===== src/rtl/fpnew_pkg.sv =====
// Shared FPU types: operation fields, status flags, issue tags and issue-state enum.
package fpnew_pkg;

  localparam int unsigned NUM_TAGS_DEFAULT = 4;
  localparam int unsigned TAG_IDX_W        = $clog2(NUM_TAGS_DEFAULT);
  localparam int unsigned RD_W             = 5;

  typedef enum logic [3:0] {
    FMADD, FNMSUB, ADD, MUL, DIV, SQRT, SGNJ, MINMAX,
    CMP, CLASSIFY, F2F, F2I, I2F, CPKAB, CPKCD
  } operation_e;

  typedef enum logic [2:0] {
    RNE = 3'b000,
    RTZ = 3'b001,
    RDN = 3'b010,
    RUP = 3'b011,
    RMM = 3'b100,
    ROD = 3'b101,
    DYN = 3'b111
  } roundmode_e;

  typedef enum logic [2:0] {FP32, FP64, FP16, FP8, FP16ALT} fp_format_e;

  typedef enum logic [1:0] {INT8, INT16, INT32, INT64} int_format_e;

  typedef struct packed {
    logic nv;
    logic dz;
    logic of;
    logic uf;
    logic nx;
  } status_t;

  // Epoch bit distinguishes operations issued before and after a flush.
  typedef struct packed {
    logic                 epoch;
    logic [TAG_IDX_W-1:0] idx;
  } tag_t;

  typedef enum logic {
    ISSUE_RUN   = 1'b0,
    ISSUE_DRAIN = 1'b1
  } issue_state_e;

endpackage


===== src/rtl/fifo_v2.sv =====
// Synchronous FIFO with flush; optional fall-through when empty.
module fifo_v2 #(
  parameter int unsigned DATA_WIDTH   = 32,
  parameter int unsigned DEPTH        = 4,
  parameter bit          FALL_THROUGH = 1'b0
) (
  input  logic                  clk_i,
  input  logic                  rst_i,
  input  logic                  flush_i,
  input  logic                  push_i,
  input  logic [DATA_WIDTH-1:0] data_i,
  input  logic                  pop_i,
  output logic [DATA_WIDTH-1:0] data_o,
  output logic                  full_o,
  output logic                  empty_o
);

  localparam int unsigned PTR_W = (DEPTH > 1) ? $clog2(DEPTH) : 1;
  localparam int unsigned CNT_W = $clog2(DEPTH + 1);

  logic [DEPTH-1:0][DATA_WIDTH-1:0] mem_q;
  logic [PTR_W-1:0] wr_ptr_q, wr_ptr_d, rd_ptr_q, rd_ptr_d;
  logic [CNT_W-1:0] cnt_q, cnt_d;
  logic             stored_empty;
  logic             bypass;
  logic             do_push;
  logic             do_pop;

  assign stored_empty = (cnt_q == '0);
  assign full_o       = (cnt_q == CNT_W'(DEPTH));
  assign bypass       = FALL_THROUGH && stored_empty && push_i && pop_i;
  assign do_push      = push_i & ~full_o & ~bypass;
  assign do_pop       = pop_i & ~stored_empty;

  always_comb begin
    data_o  = mem_q[rd_ptr_q];
    empty_o = stored_empty;
    if (FALL_THROUGH && stored_empty && push_i) begin
      data_o  = data_i;
      empty_o = 1'b0;
    end
  end

  // Pointer wrap is explicit so non-power-of-two depths also work.
  always_comb begin
    wr_ptr_d = wr_ptr_q;
    rd_ptr_d = rd_ptr_q;
    cnt_d    = cnt_q;
    if (do_push) begin
      wr_ptr_d = (wr_ptr_q == PTR_W'(DEPTH - 1)) ? '0 : wr_ptr_q + PTR_W'(1);
    end
    if (do_pop) begin
      rd_ptr_d = (rd_ptr_q == PTR_W'(DEPTH - 1)) ? '0 : rd_ptr_q + PTR_W'(1);
    end
    if (do_push && !do_pop) begin
      cnt_d = cnt_q + CNT_W'(1);
    end else if (!do_push && do_pop) begin
      cnt_d = cnt_q - CNT_W'(1);
    end
    if (flush_i) begin
      wr_ptr_d = '0;
      rd_ptr_d = '0;
      cnt_d    = '0;
    end
  end

  always_ff @(posedge clk_i or posedge rst_i) begin
    if (rst_i) begin
      wr_ptr_q <= '0;
      rd_ptr_q <= '0;
      cnt_q    <= '0;
    end else begin
      wr_ptr_q <= wr_ptr_d;
      rd_ptr_q <= rd_ptr_d;
      cnt_q    <= cnt_d;
    end
  end

  always_ff @(posedge clk_i) begin
    if (do_push) begin
      mem_q[wr_ptr_q] <= data_i;
    end
  end

endmodule


===== src/rtl/fpu_issue_ctrl.sv =====
// Issues core FP requests to the FPU under a tag budget and reorders nothing:
// results are written back in arrival order, with epoch-based flush.
module fpu_issue_ctrl
  import fpnew_pkg::*;
#(
  parameter int unsigned WIDTH    = 64,
  parameter int unsigned NUM_TAGS = NUM_TAGS_DEFAULT,
  parameter type         TagType  = tag_t
) (
  input  logic                  clk_i,
  input  logic                  rst_i,
  // core request
  input  logic                  req_valid_i,
  output logic                  req_ready_o,
  input  logic [2:0][WIDTH-1:0] req_operands_i,
  input  operation_e            req_op_i,
  input  logic                  req_op_mod_i,
  input  roundmode_e            req_rnd_mode_i,
  input  fp_format_e            req_src_fmt_i,
  input  fp_format_e            req_dst_fmt_i,
  input  int_format_e           req_int_fmt_i,
  input  logic                  req_vectorial_op_i,
  input  logic [RD_W-1:0]       req_rd_i,
  // FPU issue
  output logic                  fpu_in_valid_o,
  input  logic                  fpu_in_ready_i,
  output logic [2:0][WIDTH-1:0] fpu_operands_o,
  output operation_e            fpu_op_o,
  output logic                  fpu_op_mod_o,
  output roundmode_e            fpu_rnd_mode_o,
  output fp_format_e            fpu_src_fmt_o,
  output fp_format_e            fpu_dst_fmt_o,
  output int_format_e           fpu_int_fmt_o,
  output logic                  fpu_vectorial_op_o,
  output TagType                fpu_tag_o,
  // FPU result
  input  logic                  fpu_out_valid_i,
  input  logic [WIDTH-1:0]      fpu_result_i,
  input  status_t               fpu_status_i,
  input  TagType                fpu_tag_i,
  output logic                  fpu_out_ready_o,
  input  logic                  fpu_busy_i,
  output logic                  fpu_flush_o,
  // writeback
  output logic                  wb_valid_o,
  input  logic                  wb_ready_i,
  output logic [RD_W-1:0]       wb_rd_o,
  output logic [WIDTH-1:0]      wb_result_o,
  output status_t               wb_status_o,
  // control / status
  input  logic                  flush_i,
  output status_t               fflags_o,
  input  logic                  fflags_clr_i,
  output logic                  err_o
);

  localparam int unsigned IDX_W = $clog2(NUM_TAGS);

  typedef logic [IDX_W-1:0] idx_t;

  typedef struct packed {
    logic [WIDTH-1:0] result;
    status_t          status;
    logic [RD_W-1:0]  rd;
    idx_t             idx;
  } rsp_t;

  localparam int unsigned RSP_W = $bits(rsp_t);

  issue_state_e                  state_q, state_d;
  logic                          epoch_q, epoch_d;
  logic [NUM_TAGS-1:0]           alloc_q, alloc_d;
  logic [NUM_TAGS-1:0][RD_W-1:0] rd_q, rd_d;
  status_t                       fflags_q, fflags_d;
  logic                          err_q, err_d;

  logic       run;
  logic       any_tag_free;
  idx_t       free_idx;
  logic       issue;
  logic [IDX_W:0] res_tag;
  idx_t       res_idx;
  logic       res_cur_epoch;
  logic       res_push;
  logic       res_bad;
  rsp_t       push_data;
  rsp_t       head;
  logic       fifo_full;
  logic       fifo_empty;
  logic       wb_pop;

  assign run          = (state_q == ISSUE_RUN);
  assign any_tag_free = ~&alloc_q;

  // Lowest free index wins.
  always_comb begin
    free_idx = '0;
    for (int i = int'(NUM_TAGS) - 1; i >= 0; i--) begin
      if (!alloc_q[i]) begin
        free_idx = IDX_W'(i);
      end
    end
  end

  assign req_ready_o    = run & fpu_in_ready_i & any_tag_free & ~flush_i;
  assign fpu_in_valid_o = run & req_valid_i & any_tag_free & ~flush_i;
  assign issue          = fpu_in_valid_o & fpu_in_ready_i;

  assign fpu_operands_o     = req_operands_i;
  assign fpu_op_o           = req_op_i;
  assign fpu_op_mod_o       = req_op_mod_i;
  assign fpu_rnd_mode_o     = req_rnd_mode_i;
  assign fpu_src_fmt_o      = req_src_fmt_i;
  assign fpu_dst_fmt_o      = req_dst_fmt_i;
  assign fpu_int_fmt_o      = req_int_fmt_i;
  assign fpu_vectorial_op_o = req_vectorial_op_i;
  assign fpu_tag_o          = TagType'({epoch_q, free_idx});
  assign fpu_flush_o        = flush_i;
  assign fpu_out_ready_o    = 1'b1;

  // Stale-epoch results are dropped silently; current-epoch results for
  // an unallocated index are protocol errors.
  assign res_tag       = fpu_tag_i;
  assign res_idx       = res_tag[IDX_W-1:0];
  assign res_cur_epoch = (res_tag[IDX_W] == epoch_q);
  assign res_push      = fpu_out_valid_i & res_cur_epoch & alloc_q[res_idx] & ~flush_i & ~fifo_full;
  assign res_bad       = fpu_out_valid_i & res_cur_epoch & ~alloc_q[res_idx];

  assign push_data = '{result: fpu_result_i, status: fpu_status_i, rd: rd_q[res_idx], idx: res_idx};

  fifo_v2 #(
    .DATA_WIDTH  (RSP_W),
    .DEPTH       (NUM_TAGS),
    .FALL_THROUGH(1'b0)
  ) i_rsp_fifo (
    .clk_i  (clk_i),
    .rst_i  (rst_i),
    .flush_i(flush_i),
    .push_i (res_push),
    .data_i (push_data),
    .pop_i  (wb_pop),
    .data_o (head),
    .full_o (fifo_full),
    .empty_o(fifo_empty)
  );

  assign wb_valid_o  = ~fifo_empty;
  assign wb_rd_o     = head.rd;
  assign wb_result_o = head.result;
  assign wb_status_o = head.status;
  assign wb_pop      = wb_valid_o & wb_ready_i;

  assign fflags_o = fflags_q;
  assign err_o    = err_q;

  always_comb begin
    state_d  = state_q;
    epoch_d  = epoch_q;
    alloc_d  = alloc_q;
    rd_d     = rd_q;
    fflags_d = fflags_q;
    err_d    = err_q;

    case (state_q)
      ISSUE_RUN:   state_d = ISSUE_RUN;
      ISSUE_DRAIN: if (!fpu_busy_i) state_d = ISSUE_RUN;
    endcase

    // A tag is released only when its result leaves the FIFO.
    if (wb_pop) begin
      alloc_d[head.idx] = 1'b0;
    end
    if (issue) begin
      alloc_d[free_idx] = 1'b1;
      rd_d[free_idx]    = req_rd_i;
    end
    if (res_bad) begin
      err_d = 1'b1;
    end

    if (fflags_clr_i) begin
      fflags_d = wb_pop ? wb_status_o : '0;
    end else if (wb_pop) begin
      fflags_d = fflags_q | wb_status_o;
    end

    if (flush_i) begin
      state_d = ISSUE_DRAIN;
      epoch_d = ~epoch_q;
      alloc_d = '0;
    end
  end

  always_ff @(posedge clk_i or posedge rst_i) begin
    if (rst_i) begin
      state_q  <= ISSUE_RUN;
      epoch_q  <= 1'b0;
      alloc_q  <= '0;
      rd_q     <= '0;
      fflags_q <= '0;
      err_q    <= 1'b0;
    end else begin
      state_q  <= state_d;
      epoch_q  <= epoch_d;
      alloc_q  <= alloc_d;
      rd_q     <= rd_d;
      fflags_q <= fflags_d;
      err_q    <= err_d;
    end
  end

endmodule


===== config.mk =====
export PLATFORM = sky130hd
export DESIGN_NAME = fpu_issue_ctrl
export DESIGN_NICKNAME = d
export VERILOG_FILES = /design/src/rtl/fpnew_pkg.sv /design/src/rtl/fifo_v2.sv /design/src/rtl/fpu_issue_ctrl.sv
export SDC_FILE = /design/constraint.sdc
export NUM_CORES = 1
export LEC_CHECK = 0
export CORE_AREA = 2 2 233 235
export DETAILED_ROUTE_END_ITERATION = 10
export DIE_AREA = 0 0 235 237
export RECOVER_POWER = 25
export SYNTH_ARGS = -nofsm -noshare
export SYNTH_HDL_FRONTEND = slang
export SYNTH_SLANG_ARGS = --single-unit

===== constraint.sdc =====
create_clock -name clk_i -period 5.4 [get_ports clk_i]
set_input_delay 1.62 -clock clk_i [delete_from_list [all_inputs] [get_ports clk_i]]
set_output_delay 1.62 -clock clk_i [all_outputs]
set_load 0.05 [all_outputs]

==> impl_summary.txt, run 1 <==
----------------------------------------------------
[STA]
  Pin slew with the least headroom to its limit ... approximately 0.86 ns
  F_max ... approximately 210 MHz
  Worst slew margin relative to its limit ... 42.6%
  Final Hold Vio Count ... 0
  Sum of negative setup slack ... 0 ns
  Fin crit share ... between 80% and 90%
  RSZ-0062 raised after global routing ... false
  Final number of setup-violating endpoints ... 0
  Total count of max-transition violations in the final report ... 0
  Shortest period the worst path allows ... approximately 4.7 ns
  Worst hold slack ... 0.495 ns
  Clock skew ... roughly 0.024 ns

[GRT]
  Initial antenna violation count ... 8
  Global-route wire length before repair ... ~48,000 microns
  Number of global-route vias before repair ... about 6,700
  Overflow left after global routing ... 0
  Overall track demand over capacity in global routing ... 11.8%
  Maximum number of pins on one net before global-route repair ... 48

[Worst hold path]
  Worst-case hold path end point ... err_o$_DFFE_PP0P_
  Hold Crit Depth ... 1
  Origin of the worst min-delay path ... err_o$_DFFE_PP0P_
  Class of the tightest hold or removal check ... reg2reg

[Layout]
  Leading cell type in the layout, fill and taps excluded ... edfxtp_1
  Non-filler instance count after layout ... around 1,500
  Share of layout cells above drive strength 1 ... a little under a quarter
  Final standard cell area without fillers ... between 15,000 and 20,000 sq um
  Layout Nets ... around 1,100
  Leading cell types in the layout, fill and taps excluded ... 304 x edfxtp_1, 108 x clkdlybuf4s50_1, 77 x mux4_2, 62 x dlygate4sd3_1
  Synthesis-to-layout area growth ... 16.0%

[Detailed routing]
  Wire per inst ... roughly 23 microns
  Number of antenna-violating nets in the routed design ... 0
  Via total after detailed routing ... 6,557
  Drt first pass iters ... 7
  Via-per-instance ratio ... 4.39
  DR iter-0 viols ... roughly 370
  DRC violations left ... 0
  Total detailed-routing wirelength ... around 34,000 microns

[Power and ir drop]
  Max rail drop VDD ... around 0.00025 V
  Part of the total power dissipated in sequential elements ... 41.2%
  Net Sw Power ... 2210 uW
  Leakage power figure ... between 0.005 and 0.006 uW
  Share of power burned in combinational logic ... approximately 24%
  Power, Total ... approximately 7400 uW
  Switching power as a share of total power ... ~30%
  Cell internal power dissipation ... between 5000 and 6000 uW
  Power Dens Cells ... approximately 440 nW/um^2
  Clock network fraction of total power ... between 30% and 40%

[Worst setup path]
  Cells along the critical path ... buf_12 -> mux4_2 -> clkdlybuf4s50_1
  Reg2reg setup slack ... 2.88 ns
  Critical Path End Type ... output port
  Reg2Reg Depth ... 7
  Largest stage delay on the critical path ... between 0.7 and 0.8 ns
  Critical path data required time ... 3.78 ns
  Cell family with most CP delay ... buffers and inverters
  Critical R2R Launch ... alloc_q[0]$_DFF_PP0_
  Setup crit start ... i_rsp_fifo.rd_ptr_q[0]$_DFFE_PP0P_
  Critical R2R Capture ... i_rsp_fifo.cnt_q[2]$_DFFE_PP0P_
  Max Fanout on Critical Path ... 43
  Crit path buffers/inverters ... 2
  Kind of critical path ... reg2out
  Slowest cell on the critical path ... clkdlybuf4s50_1
  Arrival time at the worst endpoint ... 3.08 ns
  Worst Setup Start Kind ... flip-flop

[Placed design]
  Placed cell areas ... between 15,000 and 20,000 sq um
  Final weighted congestion in routability-driven placement ... approximately 0.73
  Port Buffer Count ... approximately 170
  Number of instances in the placed design ... 1,423
  Half-perimeter wire length after placement ... between 20,000 and 25,000 microns

[Synth]
  Number of warning messages in the yosys log ... 0
  Post-synth design cell area ... around 15,000 sq um
  Post-synth cell types ... 47
  Biggest area contributors in the synthesized netlist ... edfxtp_1 63%, mux4_2 12%, buf_4 11%, dfrtp_1 6.7%, mux2_2 1.6%
  Mean cell area of the mapped netlist ... ~19 sq um
  Share of the yosys chip area belonging to registers ... between 60% and 70%
  Total of flip-flops plus latches after synthesis ... about 340
  Count of flip-flops with a built-in enable after synthesis ... between 300 and 400
  Share of the synthesized area in the top cell type ... approximately 63%
  Count of mapped cells out of synthesis ... approximately 780
  Synth Net Count ... roughly 1,100
  Share of async-settable or async-resettable flops after synthesis ... approximately 11%
  Largest area contributor in the synthesized netlist ... edfxtp_1
  Prevailing post-synth register cell ... edfxtp_1

[Run status]
  Outcome ... completed

[CTS]
  Depth of the CTS H-tree ... 2
  TritonCTS clock tree ... built
  Clk Latency, worst-skew pair ... around 0.56 ns
  CTS Hold Buffers Added ... 0
  Post CTS Setup Buffer Count ... 0
  Max Buffers Root-to-Sink ... 3
  CTS clock-pin slew for the worst setup and hold paths ... 0.07 ns
  Clock tree sinks ... about 340
  Root buffer cell ... clkbuf_16
  Number of buffers added by the clock tree synthesis step ... 37
  CTS-repair resized insts ... 0

[Floorplan]
  Die Wd ... about 240 microns
  Initial Utilization ... between 20 and 30%
  Core area ... approximately 53,000 sq um
  Top-level port count ... between 500 and 600
  # rows ... 85
  Vertical die dimension ... ~240 microns
  Total die area ... about 56,000 sq um

[Run]
  Max Cap Violations ... 0

----------------------------------------------------
==> stage by stage <==
stage,util [%],worst slack [ns]
final,31.6,0.700
after global routing,31.6,0.495
after CTS,31.6,0.590
after detailed placement,29.3,0.792
after global placement,29.3,0.802
after floorplan,-,0.647
==> kinds of logic (layout without fill, tap and decap cells) <==
logic type,after synthesis,in the layout,synth area share (%)
compound gates,25,25,1.16
xor+xnor,3,3,0.276
fa+ha+maj,6,6,0.569
buf+inv,246,265,12.0
flops,343,343,69.6
mux,104,104,14.5
other cells,1,6,0.0258
simple gates,47,47,1.79
==> power by group through the flow <==
stage	clock network, uW	logic (uW)	registers (uW)
2_1_floorplan	0	1640	3090
3_3_place_gp	0	1820	3090
3_5_place_dp	0	1830	3090
4_1_cts	2610	1840	3040
5_1_grt	2710	1890	3050
6_report	2530	1800	3030
==> layout make-up <==
cell class | instances | area (sq um)
inverter | 11 | 41.3
fill | 5066 | 36400
multi-input combinational | 186 | 2680
clock buffer | 46 | 960
clock inverter | 21 | 262
tap | 696 | 871
sequential | 343 | 10100
timing repair buffer | 187 | 1900
antenna | 5 | 12.5
==> flip-flops by register name, summed over array words and instances, names as in the netlist <==
signal,count
alloc_q,4
rd_q,20
i_rsp_fifo.mem_q,304
i_rsp_fifo.wr_ptr_q,2
fflags_o,5
i_rsp_fifo.rd_ptr_q,2
err_o,1
i_rsp_fifo.cnt_q,3
epoch_q,1
state_q,1
==> worst register-to-register path, stage by stage, from the launching register on <==
cell and delay [ns]:
dfrtp_1 0.46, mux4_2 0.53, nand4_4 0.20, nor3_1 0.09
fa_1 0.42, or4_1 0.47, a21oi_1 0.16, a311o_1 0.14
==> Yosys cell counts (2+ instances only) <==
library cell / instances
mux4_2: 77
buf_2: 11
buf_1: 3
and3_1: 2
nor3_1: 5
ha_1: 5
buf_4: 212
o21ai_0: 7
buf_6: 2
dfrtp_1: 39
a21boi_0: 2
clkbuf_1: 7
mux2i_1: 2
edfxtp_1: 304
or3_1: 3
and2_1: 4
nor2_1: 9
a21oi_1: 5
inv_1: 11
o21ba_2: 2
nor2b_1: 2
mux2_2: 20
nand2_1: 13
mux4_1: 5
==> metal layers <==
layer	vias up	GRT usage, %	part of all wire [%]
met5	-	1.04	0.35
met4	8	3.07	1.6
met3	46	9.45	17
met2	377	16.3	43
met1	3371	14.0	39
li1	2755	-	-
==> worst max path at each step <==
stage          depth (start not counted)  slack, ns                               to
3_3_place_gp                           8       0.80  i_rsp_fifo.cnt_q[2]$_DFFE_PP0P_
6_report                               3       0.70                  wb_result_o[11]
5_1_grt                                3       0.50                  wb_result_o[42]
3_5_place_dp                           8       0.79  i_rsp_fifo.cnt_q[2]$_DFFE_PP0P_
2_1_floorplan                          6       0.65    i_rsp_fifo.mem_q[0]$_DFFE_PP_
4_1_cts                                3       0.59                  wb_result_o[42]
Power figures use the tool's default switching activity.
==> run 2: changes to the inputs <==
Settings changed: CTS_CLUSTER_SIZE from default to 28.
==> results of run 2 <==
The final DEF is identical to that of run 1; final timing and power are the same.
